==> src/rtl/serial_adder_pkg.sv <==
// Shared definitions for the bit-serial arithmetic family (adder now, subtractor planned).
// Holds the FSM state encodings and the majority function used by the carry logic.
package serial_adder_pkg;

    typedef logic [1:0] sa_state_t;

    localparam sa_state_t IDLE = 2'd0;
    localparam sa_state_t RUN  = 2'd1;
    localparam sa_state_t DONE = 2'd2;

    function automatic logic maj(input logic x, input logic y, input logic z);
        return (x & y) | (x & z) | (y & z);
    endfunction

endpackage

==> src/rtl/serial_adder_full_adder.sv <==
// Single-bit full adder cell, purely combinational.
// Port style matches the full subtractor cell so the two can be swapped in the family.
module full_adder
    import serial_adder_pkg::*;
(
    input  logic a,
    input  logic b,
    input  logic cin,
    output logic sum,
    output logic cout
);

    assign sum  = a ^ b ^ cin;
    assign cout = maj(a, b, cin);

endmodule

==> src/rtl/serial_adder.sv <==
// Bit-serial adder: one full adder cell and a carry flip-flop process operands LSB first.
// The parallel result and carry-out are published together with a one-cycle done pulse.
module serial_adder
    import serial_adder_pkg::*;
#(
    parameter int WIDTH = 8
) (
    input  logic             clk,
    input  logic             rst,
    input  logic             start_sa,
    input  logic [WIDTH-1:0] a_sa,
    input  logic [WIDTH-1:0] b_sa,
    input  logic             cin_sa,
    output logic             busy_sa,
    output logic             done_sa,
    output logic [WIDTH-1:0] sum_sa,
    output logic             cout_sa
);

    localparam int            CW   = $clog2(WIDTH);
    localparam logic [CW-1:0] LAST = CW'(WIDTH - 1);

    sa_state_t        state;
    sa_state_t        next_state;
    logic [WIDTH-1:0] a_sh;
    logic [WIDTH-1:0] b_sh;
    logic [WIDTH-2:0] res_sh;
    logic [WIDTH-1:0] next_res;
    logic             carry;
    logic [CW-1:0]    cnt;
    logic             fa_sum;
    logic             fa_cout;
    logic             accept;
    logic             last_bit;

    full_adder u_full_adder (
        .a    (a_sh[0]),
        .b    (b_sh[0]),
        .cin  (carry),
        .sum  (fa_sum),
        .cout (fa_cout)
    );

    assign accept   = start_sa && ((state == IDLE) || (state == DONE));
    assign last_bit = (state == RUN) && (cnt == LAST);

    // The result register keeps only the upper WIDTH-1 bits; the newest sum bit
    // completes the word on the final RUN cycle.
    assign next_res = {fa_sum, res_sh};

    always_ff @(posedge clk or posedge rst) begin
        if (rst) begin
            state <= IDLE;
        end else begin
            state <= next_state;
        end
    end

    always_comb begin
        next_state = state;
        case (state)
            IDLE:    if (start_sa) next_state = RUN;
            RUN:     if (cnt == LAST) next_state = DONE;
            DONE:    next_state = start_sa ? RUN : IDLE;
            default: next_state = IDLE;
        endcase
    end

    always_comb begin
        busy_sa = (state == RUN);
        done_sa = (state == DONE);
    end

    // Datapath: operands shift right under the adder cell; sum_sa/cout_sa only
    // change on the last bit so intermediate shifting stays hidden.
    always_ff @(posedge clk or posedge rst) begin
        if (rst) begin
            a_sh    <= '0;
            b_sh    <= '0;
            res_sh  <= '0;
            carry   <= 1'b0;
            cnt     <= '0;
            sum_sa  <= '0;
            cout_sa <= 1'b0;
        end else if (accept) begin
            a_sh  <= a_sa;
            b_sh  <= b_sa;
            carry <= cin_sa;
            cnt   <= '0;
        end else if (state == RUN) begin
            a_sh   <= a_sh >> 1;
            b_sh   <= b_sh >> 1;
            res_sh <= next_res[WIDTH-1:1];
            carry  <= fa_cout;
            cnt    <= cnt + CW'(1);
            if (last_bit) begin
                sum_sa  <= next_res;
                cout_sa <= fa_cout;
            end
        end
    end

endmodule
==> config.mk <==
export PLATFORM = sky130hd
export DESIGN_NAME = serial_adder
export DESIGN_NICKNAME = d
export VERILOG_FILES = /design/src/rtl/serial_adder_pkg.sv /design/src/rtl/serial_adder_full_adder.sv /design/src/rtl/serial_adder.sv
export SDC_FILE = /design/constraint.sdc
export NUM_CORES = 1
export LEC_CHECK = 0
export CAP_MARGIN = 20
export CORE_AREA = 2 2 47 92
export DETAILED_ROUTE_END_ITERATION = 8
export DIE_AREA = 0 0 49 94
export DONT_BUFFER_PORTS = 1
export PLACE_DENSITY = 0.66
export SKIP_LAST_GASP = 1
export SLEW_MARGIN = 10
export SYNTH_ARGS = -nofsm -noshare
export SYNTH_HDL_FRONTEND = slang
export SYNTH_HIERARCHICAL = 1
export SYNTH_SLANG_ARGS = --single-unit
==> constraint.sdc <==
create_clock -name clk -period 1.93 [get_ports clk]
set_input_delay 0.193 -clock clk [delete_from_list [all_inputs] [get_ports clk]]
set_output_delay 0.193 -clock clk [all_outputs]
set_load 0.01 [all_outputs]
# --- Yosys cells after proc, flatten, opt, wreduce, memory -nomap -nowiden ---
# Index checks and enable logic that the tools add are counted.
word_totals:
  out_inout_bits: 11
  elab_cells: 42
  register_bits: 38
op_classes:
  mux: 12
  n_eq_ne: 5
  bitwise_logic: 8
  addsub: 1
  reduce_logical: 8
ops:
  columns: ["op", "n"]
  rows:
  - ["8-bit two-way mux", 4]
  - ["3-bit two-way mux", 2]
  - ["2-bit case mux with 3 select lines", 1]
  - ["2-bit two-way mux", 2]
  - ["2-bit AND reduction", 2]
  - ["3-bit by 1-bit adder with 3-bit output, second input constant", 1]
  - ["1-bit bitwise AND", 3]
  - ["3-bit equality test, second input constant", 1]
  - ["1-bit two-way mux", 3]
  - ["3-bit AND reduction", 1]
  - ["2-bit by 1-bit equality test with 1-bit output, second input constant", 1]
  - ["2-bit equality test, second input constant", 1]
  - ["1-bit logical AND", 2]
  - ["2-bit zero test", 1]
  - ["2-bit by 1-bit != test with 1-bit output, second input constant", 1]
  - ["2-bit != test, second input constant", 1]
  - ["1-bit bitwise OR", 2]
  - ["2-bit nonzero test", 1]
  - ["1-bit XOR", 2]
  - ["1-bit logical OR", 1]
  - ["1-bit inverter", 1]

# --- Longest topological paths before layout ---
# Gate-level depths: netlist (run 1).
depth:
  ltp_word: 5
  depth_mapped: 5
  mapped_depth_nobuf: 5

# --- By module ---
# The synthesis (run 1) kept the hierarchy.
by_module_without_submodules:
  columns: ["module", "cells_each", "area_each_um2", "seq_area_each_um2", "n_inst"]
  rows:
  - ["serial_adder", 166, 1851.8, 950.9, 1]
  - ["full_adder", 1, 20.0, 0.0, 1]

# --- Least setup slack after synthesis (run 1) ---
# OpenSTA, ideal clock, no wires.
synth_timing:
  kind: "register to register"
  start: "register cnt[0]"
  end: "register cout_sa"
  slack_ns: 0.556
  path_stages_with_launch: 5
  period_less_slack_ns: 1.374
  required_time_ns: 1.805
  path_buffers: 0
  arrival_time_ns: 1.249
  path_cell_list: "dfrtp_1 ha_1 ha_1 nand2_8 mux2_4"
synth_via:
  elab_chain_len: 3
synth_rtl:
  columns: ["item", "line", "source"]
  rows:
  - ["start, declared", "serial_adder.sv:30", "logic [CW-1:0] cnt;"]
  - ["start signal, assigned", "serial_adder.sv:95", "cnt <= cnt + CW'(1);"]
  - ["3-bit equality test", "serial_adder.sv:45", "assign last_bit = (state == RUN) && (cnt == LAST);"]
  - ["1-bit logical AND", "serial_adder.sv:45", null]
  - ["3-bit AND reduction (no source line)", null, null]
  - ["end signal, assigned", "serial_adder.sv:98", "cout_sa <= fa_cout;"]
  - ["end, declared", "serial_adder.sv:17", "output logic cout_sa"]
# Every way passes these cells.
# A chain may end at the register's enable or synchronous reset.

# --- Worst setup path in the final report (run 1) ---
layout_timing:
  start: "register state[1]"
  end: "register sum_sa[6]"
layout_via:
  word_cells_on_any_way: 8
layout_rtl:
  columns: ["item", "line", "source"]
  rows:
  - ["start, declared", "serial_adder.sv:23", "sa_state_t state;"]
  - ["start signal, assigned", "serial_adder.sv:55", "state <= next_state;"]
  - ["2-bit by 1-bit equality test with 1-bit output *", null, null]
  - ["named net busy_sa", "serial_adder.sv:14", "output logic busy_sa,"]
  - ["1-bit logical AND", "serial_adder.sv:45", null]
  - ["3-bit AND reduction (no source line) *", null, null]
  - ["end signal, assigned", "serial_adder.sv:97", "sum_sa <= next_res;"]
  - ["end, declared", "serial_adder.sv:16", "output logic [WIDTH-1:0] sum_sa,"]
# Mark *: on every way through the listed nets, which the timed path passes. The rest lies on a longest branch.

==> results of run 1 <==
[final cells by class]
| type | instances | area (um2) |
|---|---|---|
| clock buffers | 8 | 110 |
| fillers | 360 | 1850 |
| inverters | 3 | 16.3 |
| multi-input cells | 116 | 846 |
| flip-flops and latches | 38 | 951 |
| well taps | 51 | 63.8 |
| repair buffers | 5 | 42.5 |
[cell usage in the layout (no fill, tap or decap), types with 5 or more instances in the layout]
cell / n
sky130_fd_sc_hd__nand2_1: 25
sky130_fd_sc_hd__o21ai_1: 5
sky130_fd_sc_hd__nor2b_1: 15
sky130_fd_sc_hd__a211oi_1: 14
sky130_fd_sc_hd__nand2b_1: 5
sky130_fd_sc_hd__clkbuf_8: 8
sky130_fd_sc_hd__a21oi_1: 14
sky130_fd_sc_hd__dfrtp_1: 38
sky130_fd_sc_hd__mux2i_1: 16
sky130_fd_sc_hd__mux2_4: 9
[worst register-to-register path, cell delays in order (launching register included)]
cell                       delay (ps)
sky130_fd_sc_hd__dfrtp_1          380
sky130_fd_sc_hd__nand2b_1         320
sky130_fd_sc_hd__inv_6            210
sky130_fd_sc_hd__nand2_8          110
sky130_fd_sc_hd__mux2_4           330
[power by group]
part           internal, uW  total (uW)  switching (uW)
clock network           361         632             271
logic                   566        1130             563
registers              1160        1480             314
[sequential cells by signal (all words and copies together), names as in the netlist]
name / count
a_sh: 8
b_sh: 8
carry: 1
cnt: 3
cout_sa: 1
res_sh: 7
state: 2
sum_sa: 8
[what timing repair did]
action | in CTS | in global routing
hold endpoints to repair | 41 | 0
setup buffers | 0 | 0
hold buffers | 2 | 0
[layer usage]
metal / vias up / global-route usage, % / routed length, um
met3: 7 / 4.30 / 147
met4: 0 / 7.38 / 58
met2: 29 / 29.9 / 1850
met5: - / 0 / 0
met1: 574 / 17.5 / 1300
li1: 580 / - / -
[per-stage QoR]
step,instances,cell area (um2)
final,221,2030
after global routing,221,2030
after CTS,221,2030
after detailed placement,211,1900
after global placement,211,1900
after floorplan,167,1870
[cell families after synthesis]
| logic type | synth area share, % |
|---|---|
| XOR/XNOR | 0.468 |
| AO/OA/AOI/OAI | 11.4 |
| adder cells (fa/ha/maj) | 2.41 |
| buffers and inverters | 4.01 |
| AND/OR/NAND/NOR | 14.0 |
| multiplexers | 17.0 |
| flip-flops | 50.8 |
[worst min-delay path by stage]
stage / endpoint / slack [ps] / depth (start not counted)
after floorplan: a_sh[6] / 360 / 2
after global placement: a_sh[3] / 220 / 2
after detailed placement: a_sh[3] / 230 / 2
after CTS: state[0] / 70 / 2
after global routing: state[0] / 90 / 2
final: state[0] / 80 / 2
==> impl_metrics.sql, run 1 <==
INSERT INTO impl_metrics (metric_group, metric, value, unit) VALUES
('status', 'run_status', 'finished, final reports clean', ''),
('floorplanning', 'placeableCoreArea', '0.00388', 'mm2'),
('worst_setup_path', 'path_class', 'reg -> reg', ''),
('synthesis', 'synth.top_cells.by_area', 'sky130_fd_sc_hd__dfrtp_1, sky130_fd_sc_hd__mux2i_1, sky130_fd_sc_hd__mux2_4', ''),
('sta', 'setup_total_negative_slack', '0', 'ps'),
('clocking', 'cts-root-to-sink-buffers', '2', ''),
('routing', 'route.detailed.drc', '0', ''),
('clocking', 'clock_tree_from_tritoncts', 'yes', ''),
('sta', 'hold_ws', '79.1', 'ps'),
('worst_setup_path', 'worstSetupEndpoint', 'sum_sa[6]', ''),
('sta', 'max_slew_violation_count', '0', ''),
('synthesis', 'synth_fp_nets', '190', ''),
('floorplanning', 'number_of_ports_placed_on_the_die_boundary', '31', ''),
('sta', 'slew-limit-headroom', '68.6', '%'),
('routing', 'wl_per_cell', '15.2', 'um'),
('sta', 'worst-slew-pin-transition', '472', 'ps'),
('run', 'max-cap-violations', '0', ''),
('synthesis', 'synthesis.instances', '167', ''),
('finish', 'final_util', '52.3', '%'),
('floorplanning', 'initial_core_util', '48.2', '%'),
('routing', 'drt-vias-per-instance', '5.38', ''),
('synthesis', 'synth_common_cells', 'sky130_fd_sc_hd__dfrtp_1, sky130_fd_sc_hd__nand2_1, sky130_fd_sc_hd__mux2i_1', ''),
('global_route', 'grt_max_degree', '43', ''),
('synthesis', 'ys_seq_elements', '38', ''),
('worst_setup_path', 'worst-endpoint-required', '2090', 'ps'),
('worst_setup_path', 'cp.arrival', '1620', 'ps'),
('synthesis', 'synth-seq-area-share', '50.8', '%'),
('routing', 'drt_iter0_markers', '17', ''),
('worst_setup_path', 'length_in_cells_of_the_worst_reg_to_reg_path', '4', ''),
('global_route', 'grt_antenna_before_repair', '0', ''),
('finish', 'share_of_layout_cells_above_drive_strength_1', '14.7', '%'),
('global_route', 'grt_util_all_layers', '16.5', '%'),
('hold_path', 'worst_hold_path_type', 'in -> reg', ''),
('synthesis', 'cell_taking_the_most_area_after_synthesis', 'sky130_fd_sc_hd__dfrtp_1', ''),
('sta', 'finalWorstSetupSlack', '475', 'ps'),
('sta', 'rsz_0062_raised_after_global_routing', 'no', ''),
('hold_path', 'worst_hold_startpoint', 'start_sa', ''),
('sta', 'final_critical_path_required_period', '1460', 'ps'),
('clocking', 'insertion_delay_to_the_later_sink_of_the_worst_skew_pair', '280', 'ps'),
('routing', 'drt_pass_1_iters', '4', ''),
('worst_setup_path', 'critical_path_depth', '4', ''),
('synthesis', 'synth_edf_count', '0', ''),
('worst_setup_path', 'critical_path_buf_inv_count', '1', ''),
('global_route', 'globalRoute.totalOverflow', '0', ''),
('worst_setup_path', 'worst_r2r_endpoint', 'sum_sa[6]', ''),
('worst_setup_path', 'worstSetupEndpointType', 'flop', ''),
('clocking', 'ctsResizeCount', '0', ''),
('synthesis', 'syn-cell-area', '0.00187', 'mm2'),
('placement', 'place.port_buffers', '0', ''),
('synthesis', 'synth_ff_type', 'sky130_fd_sc_hd__dfrtp_1', ''),
('pwr', 'ir_drop', '833', 'uV'),
('finish', 'diodes', '0', ''),
('routing', 'ant_nets', '0', ''),
('worst_setup_path', 'timing.critical_path.from_type', 'flop', ''),
('clocking', 'cts.reportedPaths.clkPinSlew', '70', 'ps'),
('synthesis', 'synthMostInstantiatedCell', 'sky130_fd_sc_hd__dfrtp_1', ''),
('clocking', 'root_buffer', 'sky130_fd_sc_hd__clkbuf_8', ''),
('worst_setup_path', 'top_family_by_delay_on_critical_path', 'simple AND/OR/NAND/NOR gates', ''),
('worst_setup_path', 'largest_stage_delay_on_the_critical_path', '380', 'ps'),
('synthesis', 'ys_types', '26', ''),
('worst_setup_path', 'worstPathCellList', 'nand2b_1 > inv_6 > nand2_8 > mux2_4', ''),
('global_route', 'first_global_vias', '1222', ''),
('synthesis', 'synth_async_sr_flop_share', '100', '%'),
('global_route', 'first_pass_grt_wire_length', '5730', 'um'),
('floorplanning', 'height_of_the_die', '94', 'um'),
('floorplanning', 'floorplan.rows', '32', ''),
('worst_setup_path', 'regToRegStartpoint', 'state[1]', ''),
('routing', 'finalWirelength', '3360', 'um'),
('synthesis', 'synthesis.area_per_instance', '11.2', 'um2'),
('sta', 'clock_skew', '6.95', 'ps'),
('synthesis', 'yosysWarningCount', '6', '');
(Power assumes the default switching activity.)
==> run 2: changes to the inputs <==
Settings changed: ABC_AREA set to 1, CORE_AREA 2 2 47 92 to 2 2 45 89, DIE_AREA 0 0 49 94 to 0 0 47 91.
Clock period 1.93 ns to 1.5 ns, I/O delays scaled along.
==> impl_metrics.sql, run 2 <==
INSERT INTO impl_metrics (metric_group, metric, value, unit) VALUES
('routing', 'ant_nets', '0', ''),
('clocking', 'cts_made_buffers', '5', ''),
('floorplanning', 'placeableCoreArea', '0.00357', 'mm2'),
('synthesis', 'synth-seq-area-share', '55.1', '%'),
('worst_setup_path', 'cp.arrival', '1530', 'ps'),
('floorplanning', 'floorplan.rows', '31', ''),
('routing', 'drt_iter0_markers', '17', ''),
('worst_setup_path', 'worstPathCellList', 'ha_1 > ha_1 > nand2_2 > inv_1 > nand2_1 > nand2_1', ''),
('placement', 'dpl_worst_slack', '149', 'ps'),
('sta', 'fmax', '743', 'MHz'),
('pwr', 'ir_drop', '1000', 'uV'),
('synthesis', 'synthesis.instances', '214', ''),
('floorplanning', 'design.die.area', '0.00428', 'mm2'),
('global_route', 'grt_util_all_layers', '16.8', '%'),
('worst_setup_path', 'length_in_cells_of_the_worst_reg_to_reg_path', '6', ''),
('placement', 'place.detailed.hpwl', '2230', 'um'),
('finish', 'multiInputGateArea', '607', 'um2'),
('hold_path', 'hold_path_depth', '4', ''),
('routing', 'finalWirelength', '3140', 'um'),
('clocking', 'root_buffer', 'sky130_fd_sc_hd__clkbuf_8', ''),
('worst_setup_path', 'critical_path.max_fanout', '10', ''),
('placement', 'routabilityCongestion', '0.801', ''),
('sta', 'final_critical_path_required_period', '1350', 'ps'),
('synthesis', 'post_synth_xor_xnor_area', '0', '%'),
('routing', 'wl_per_cell', '11.5', 'um'),
('run', 'max-cap-violations', '0', ''),
('worst_setup_path', 'crit_path_top_delay_cell', 'sky130_fd_sc_hd__dfrtp_1', ''),
('routing', 'route.detailed.drc', '0', ''),
('synthesis', 'ys_types', '18', ''),
('synthesis', 'synth.top_cells.by_area', 'sky130_fd_sc_hd__dfrtp_1, sky130_fd_sc_hd__nand2_1, sky130_fd_sc_hd__inv_1', ''),
('global_route', 'globalRoute.totalOverflow', '0', ''),
('synthesis', 'synth_ff_type', 'sky130_fd_sc_hd__dfrtp_1', ''),
('synthesis', 'basic_gate_share_of_the_synthesized_area_counting_and_or_nand_and_nor_cells', '27.9', '%'),
('finish', 'seq_area', '951', 'um2'),
('sta', 'finalWorstSetupSlack', '154', 'ps'),
('synthesis', 'main_combinational_cell_family_by_area_after_synthesis', 'simple AND/OR/NAND/NOR gates', ''),
('clocking', 'cts.sink_count', '38', ''),
('sta', 'setup_total_negative_slack', '0', 'ps'),
('finish', 'biggestRegsByFlops', 'a_sh x8, b_sh x8, sum_sa x8', ''),
('global_route', 'grt_antenna_before_repair', '0', ''),
('finish', 'final_common_cell', 'sky130_fd_sc_hd__nand2_1', ''),
('clocking', 'h-tree-depth', '2', ''),
('clocking', 'insertion_delay_to_the_later_sink_of_the_worst_skew_pair', '290', 'ps'),
('routing', 'drt-vias-per-instance', '4.72', ''),
('finish', 'finalNetCount', '247', ''),
('finish', 'fillers', '369', ''),
('worst_setup_path', 'path_class', 'reg -> reg', ''),
('synthesis', 'post_synth_fa_ha_maj_area_fraction', '2.61', '%'),
('synthesis', 'syn-cell-area', '0.00173', 'mm2'),
('global_route', 'first_global_vias', '1234', ''),
('sta', 'timing.final.hold_violations', '0', ''),
('worst_setup_path', 'top_family_by_delay_on_critical_path', 'adder cells', ''),
('floorplanning', 'height_of_the_die', '91', 'um'),
('clocking', 'cts-root-to-sink-buffers', '2', ''),
('synthesis', 'synth_edf_count', '0', ''),
('worst_setup_path', 'worstSetupEndpointType', 'flop', ''),
('synthesis', 'yosys-mux-area-fraction', '0', '%'),
('sta', 'max_slew_violation_count', '0', ''),
('pwr', 'power_report.internal_total', '2440', 'uW'),
('sta', 'layout_worst_path_cycle_share', '89.7', '%'),
('finish', 'synthToLayoutAreaGrowth', '12.1', '%'),
('sta', 'slew-limit-headroom', '67.6', '%'),
('pwr', 'p_sw', '1590', 'uW'),
('pwr', 'power', '4030', 'uW'),
('synthesis', 'synth_largest_type_area_fraction', '55.1', '%'),
('pwr', 'combinationalPowerShare', '36.7', '%'),
('synthesis', 'cell_taking_the_most_area_after_synthesis', 'sky130_fd_sc_hd__dfrtp_1', ''),
('global_route', 'first_pass_grt_wire_length', '5280', 'um'),
('routing', 'drt_pass_1_iters', '4', ''),
('pwr', 'seq_power_share', '45.7', '%'),
('sta', 'clock_skew', '3.29', 'ps'),
('placement', 'place.port_buffers', '0', ''),
('synthesis', 'ys_seq_elements', '38', ''),
('sta', 'worst-slew-pin-transition', '486', 'ps'),
('finish', 'mostFrequentLayoutCells', 'sky130_fd_sc_hd__nand2_1, sky130_fd_sc_hd__dfrtp_1, sky130_fd_sc_hd__inv_1', ''),
('synthesis', 'synthMostInstantiatedCell', 'sky130_fd_sc_hd__nand2_1', ''),
('pwr', 'cellLeakagePower', '0.00108', 'uW'),
('clocking', 'clock_tree_from_tritoncts', 'yes', ''),
('clocking', 'cts.reportedPaths.clkPinSlew', '70', 'ps'),
('worst_setup_path', 'largest_stage_delay_on_the_critical_path', '410', 'ps'),
('floorplanning', 'initial_core_util', '48.4', '%'),
('worst_setup_path', 'critical_path_depth', '6', ''),
('hold_path', 'worst_hold_path_type', 'in -> reg', ''),
('sta', 'rsz_0062_raised_after_global_routing', 'no', ''),
('worst_setup_path', 'critical_path_buf_inv_count', '1', ''),
('worst_setup_path', 'timing.critical_path.from_type', 'flop', ''),
('synthesis', 'synth_fp_nets', '237', ''),
('synthesis', 'yosysWarningCount', '6', ''),
('worst_setup_path', 'worst-endpoint-required', '1680', 'ps'),
('finish', 'diodes', '0', ''),
('synthesis', 'synth_async_sr_flop_share', '100', '%'),
('routing', 'vias', '1294', ''),
('floorplanning', 'number_of_ports_placed_on_the_die_boundary', '31', ''),
('synthesis', 'synth-compound-area-share', '4.64', '%'),
('clocking', 'cts_setup_buffers', '0', ''),
('status', 'run_status', 'finished, final reports clean', ''),
('pwr', 'switching_share', '39.5', '%'),
('finish', 'stdcell_area', '0.00194', 'mm2'),
('global_route', 'grt_max_degree', '39', ''),
('sta', 'timing.final.setup_violations', '0', ''),
('pwr', 'power_frac_clock', '17.6', '%'),
('pwr', 'ratio_of_total_power_to_cell_area', '2080', 'mW/mm2'),
('placement', 'postPlaceCellArea', '0.00181', 'mm2'),
('floorplanning', 'die_width', '47', 'um'),
('synthesis', 'synth_common_cells', 'sky130_fd_sc_hd__nand2_1, sky130_fd_sc_hd__dfrtp_1, sky130_fd_sc_hd__inv_1', ''),
('finish', 'share_of_layout_cells_above_drive_strength_1', '8.89', '%'),
('synthesis', 'synthesis.area_per_instance', '8.07', 'um2'),
('sta', 'hold_ws', '45.2', 'ps');
-- run 2: repair_timing --
action / in CTS / in global routing
gates resized for setup: 0 / 0
endpoints found under the hold margin: 40 / 0
hold buffers: 3 / 0
-- run 2: cells by family after synthesis --
group                      Yosys count
buffers and inverters               41
AOI/OAI and AO/OA                   16
DFF                                 38
adders and majority gates            3
and+or+nand+nor                    116
-- run 2: worst reg2reg max path: stages (launching register included) --
cell and delay (ps):
sky130_fd_sc_hd__dfrtp_1 410, sky130_fd_sc_hd__ha_1 210, sky130_fd_sc_hd__ha_1 200, sky130_fd_sc_hd__nand2_2 200, sky130_fd_sc_hd__inv_1 120, sky130_fd_sc_hd__nand2_1 70
sky130_fd_sc_hd__nand2_1 40
-- run 2: power by group through the flow --
stage	clock network (uW)	registers, uW	logic [uW]
6_report	710	1840	1480
5_1_grt	776	1910	1750
4_1_cts	738	1850	1510
3_5_place_dp	0	1860	1500
3_3_place_gp	0	1850	1480
2_1_floorplan	0	1780	1200
-- run 2: final timing paths --
| check | from | end | slack, ps |
|---|---|---|---|
| max in group asynchronous | rst | b_sh[6] | 740 |
| min | b_sa[4] | b_sh[4] | 50 |
| min reg2reg | a_sh[7] | a_sh[7] | 480 |
| max reg2reg | cnt[0] | sum_sa[0] | 150 |
| max | cnt[0] | sum_sa[0] | 150 |
| min in group asynchronous | rst | sum_sa[4] | 420 |
-- run 2: metrics by stage --
| stage | utilization [%] | cells |
|---|---|---|
| 5_1_grt | 54.2 | 274 |
| 2_1_floorplan | - | 214 |
| 6_report | 54.2 | 274 |
| 4_1_cts | 54.2 | 274 |
| 3_5_place_dp | 50.8 | 263 |
| 3_3_place_gp | 50.8 | 263 |
-- run 2: per-layer routing --
metal	vias to the layer above	track usage (%)	wire [um]
li1	666	-	-
met1	587	18.8	1270
met2	30	27.2	1610
met3	11	4.37	146
met4	0	9.03	117
met5	-	0	0
-- run 2: cell type report --
cell class,instances,share of cell area (%)
clock buffers,7,4.46
inverters,34,6.72
well taps,49,3.17
clock inverters,1,0.259
repair buffers,10,4.91
flip-flops and latches,38,49.1
multi-input cells,135,31.4
==> run 3: changes to the inputs <==
Settings changed: CTS_BUF_LIST set to sky130_fd_sc_hd__clkbuf_2 sky130_fd_sc_hd__clkbuf_4 sky130_fd_sc_hd__clkbuf_8.
==> impl_metrics.sql, run 3 (synthesized netlist as in run 2, its figures left out) <==
INSERT INTO impl_metrics (metric_group, metric, value, unit) VALUES
('status', 'run_status', 'finished, final reports clean', ''),
('placement', 'place.port_buffers', '0', ''),
('worst_setup_path', 'critical_path_depth', '6', ''),
('placement', 'place.detailed.hpwl', '2230', 'um'),
('floorplanning', 'number_of_ports_placed_on_the_die_boundary', '31', ''),
('sta', 'clock_skew', '3.73', 'ps'),
('routing', 'wl_per_cell', '11.4', 'um'),
('floorplanning', 'die_width', '47', 'um'),
('routing', 'vias', '1293', ''),
('hold_path', 'hold_path_depth', '4', ''),
('finish', 'share_of_layout_cells_above_drive_strength_1', '9.33', '%'),
('sta', 'timing.final.hold_violations', '0', ''),
('clocking', 'cts_made_buffers', '5', ''),
('worst_setup_path', 'critical_path_buf_inv_count', '1', ''),
('finish', 'seq_area', '951', 'um2'),
('pwr', 'ir_drop', '1000', 'uV'),
('finish', 'finalNetCount', '247', ''),
('pwr', 'cellLeakagePower', '0.00108', 'uW'),
('routing', 'drt_iter0_markers', '17', ''),
('worst_setup_path', 'path_class', 'reg -> reg', ''),
('clocking', 'root_buffer', 'sky130_fd_sc_hd__clkbuf_8', ''),
('worst_setup_path', 'timing.critical_path.from_type', 'flop', ''),
('finish', 'synthToLayoutAreaGrowth', '12.3', '%'),
('sta', 'worst-slew-pin-transition', '486', 'ps'),
('clocking', 'h-tree-depth', '2', ''),
('finish', 'mostFrequentLayoutCells', 'sky130_fd_sc_hd__nand2_1, sky130_fd_sc_hd__dfrtp_1, sky130_fd_sc_hd__inv_1', ''),
('sta', 'final_critical_path_required_period', '1350', 'ps'),
('worst_setup_path', 'critical_path.max_fanout', '10', ''),
('pwr', 'ratio_of_total_power_to_cell_area', '2090', 'mW/mm2'),
('worst_setup_path', 'largest_stage_delay_on_the_critical_path', '410', 'ps'),
('placement', 'routabilityCongestion', '0.801', ''),
('worst_setup_path', 'worst-endpoint-required', '1680', 'ps'),
('global_route', 'globalRoute.totalOverflow', '0', ''),
('worst_setup_path', 'top_family_by_delay_on_critical_path', 'adder cells', ''),
('floorplanning', 'height_of_the_die', '91', 'um'),
('finish', 'diodes', '0', ''),
('sta', 'timing.final.setup_violations', '0', ''),
('global_route', 'grt_max_degree', '39', ''),
('sta', 'hold_ws', '45.2', 'ps'),
('routing', 'finalWirelength', '3140', 'um'),
('worst_setup_path', 'worstSetupEndpointType', 'flop', ''),
('worst_setup_path', 'crit_path_top_delay_cell', 'sky130_fd_sc_hd__dfrtp_1', ''),
('finish', 'fillers', '367', ''),
('run', 'max-cap-violations', '0', ''),
('routing', 'route.detailed.drc', '0', ''),
('finish', 'multiInputGateArea', '607', 'um2'),
('routing', 'drt_pass_1_iters', '4', ''),
('sta', 'layout_worst_path_cycle_share', '89.7', '%'),
('clocking', 'cts.sink_count', '38', ''),
('routing', 'drt-vias-per-instance', '4.72', ''),
('worst_setup_path', 'ff2ff_setup_slack', '150', 'ps'),
('floorplanning', 'design.die.area', '0.00428', 'mm2'),
('worst_setup_path', 'cp.arrival', '1530', 'ps'),
('worst_setup_path', 'length_in_cells_of_the_worst_reg_to_reg_path', '6', ''),
('clocking', 'cts_setup_buffers', '0', ''),
('sta', 'max_slew_violation_count', '0', ''),
('global_route', 'grt_util_all_layers', '16.8', '%'),
('routing', 'ant_nets', '0', ''),
('finish', 'biggestRegsByFlops', 'a_sh x8, b_sh x8, sum_sa x8', ''),
('clocking', 'cts-root-to-sink-buffers', '2', ''),
('sta', 'fmax', '743', 'MHz'),
('floorplanning', 'initial_core_util', '48.4', '%'),
('floorplanning', 'placeableCoreArea', '0.00357', 'mm2'),
('global_route', 'first_pass_grt_wire_length', '5280', 'um'),
('global_route', 'first_global_vias', '1234', ''),
('sta', 'setup_total_negative_slack', '0', 'ps'),
('clocking', 'insertion_delay_to_the_later_sink_of_the_worst_skew_pair', '290', 'ps'),
('floorplanning', 'floorplan.rows', '31', ''),
('finish', 'final_common_cell', 'sky130_fd_sc_hd__nand2_1', ''),
('hold_path', 'worst_hold_path_type', 'in -> reg', ''),
('global_route', 'grt_antenna_before_repair', '0', ''),
('sta', 'slew-limit-headroom', '67.6', '%'),
('clocking', 'cts.reportedPaths.clkPinSlew', '70', 'ps'),
('worst_setup_path', 'worstPathCellList', 'ha_1 > ha_1 > nand2_2 > inv_1 > nand2_1 > nand2_1', ''),
('clocking', 'clock_tree_from_tritoncts', 'yes', ''),
('sta', 'rsz_0062_raised_after_global_routing', 'no', '');
==> run 3: worst register-to-register path: cells and delay by family (launching register included) <==
kind	cells	cell delay, ps
adder cells (fa/ha/maj)	2	410
buffers and inverters	1	120
flip-flops	1	410
AND/OR/NAND/NOR	3	310
==> run 3: worst paths after layout <==
kind / start / to
min in group asynchronous: rst / sum_sa[4]
min: b_sa[4] / b_sh[4]
min reg2reg: a_sh[7] / a_sh[7]
max in group asynchronous: rst / b_sh[6]
max reg2reg: cnt[0] / sum_sa[0]
max: cnt[0] / sum_sa[0]
==> run 3: cell type report <==
type	count	share of cell area [%]
inverter	34	6.71
sequential	38	49.0
multi-input combinational	135	31.3
clock buffer	7	4.65
timing repair buffer	10	4.90
clock inverter	1	0.258
tap	49	3.16
==> run 3: power breakdown <==
group / internal (uW) / leakage, uW / switching [uW] / total (uW)
Clock: 389 / 0.0000517 / 338 / 727
Sequential: 1500 / 0.000478 / 340 / 1840
Combinational: 567 / 0.000551 / 911 / 1480
==> run 3: timing repair <==
| action | CTS | global route |
|---|---|---|
| hold endpoints to repair | 40 | 0 |
| gates resized for setup | 0 | 0 |
| setup endpoints to repair | 0 | 0 |
| hold buffers | 3 | 0 |
==> run 3: metrics by stage <==
stage / total power (uW) / instance area, um2 / util, % / cells / setup slack, ps
after floorplan: 2980 / 1730 / - / 214 / 247
after global placement: 3330 / 1810 / 50.8 / 263 / 122
after detailed placement: 3360 / 1810 / 50.8 / 263 / 149
after CTS: 4120 / 1940 / 54.3 / 274 / 135
after global routing: 4450 / 1940 / 54.3 / 274 / 34.1
final: 4050 / 1940 / 54.3 / 274 / 154
==> run 3: routing by layer <==
| metal | track usage, % | vias to the layer above | part of all wire, % |
|---|---|---|---|
| li1 | - | 666 | - |
| met1 | 18.8 | 586 | 40 |
| met2 | 27.2 | 30 | 51 |
| met3 | 4.37 | 11 | 4.7 |
| met4 | 9.03 | 0 | 3.7 |
| met5 | 0 | - | 0 |
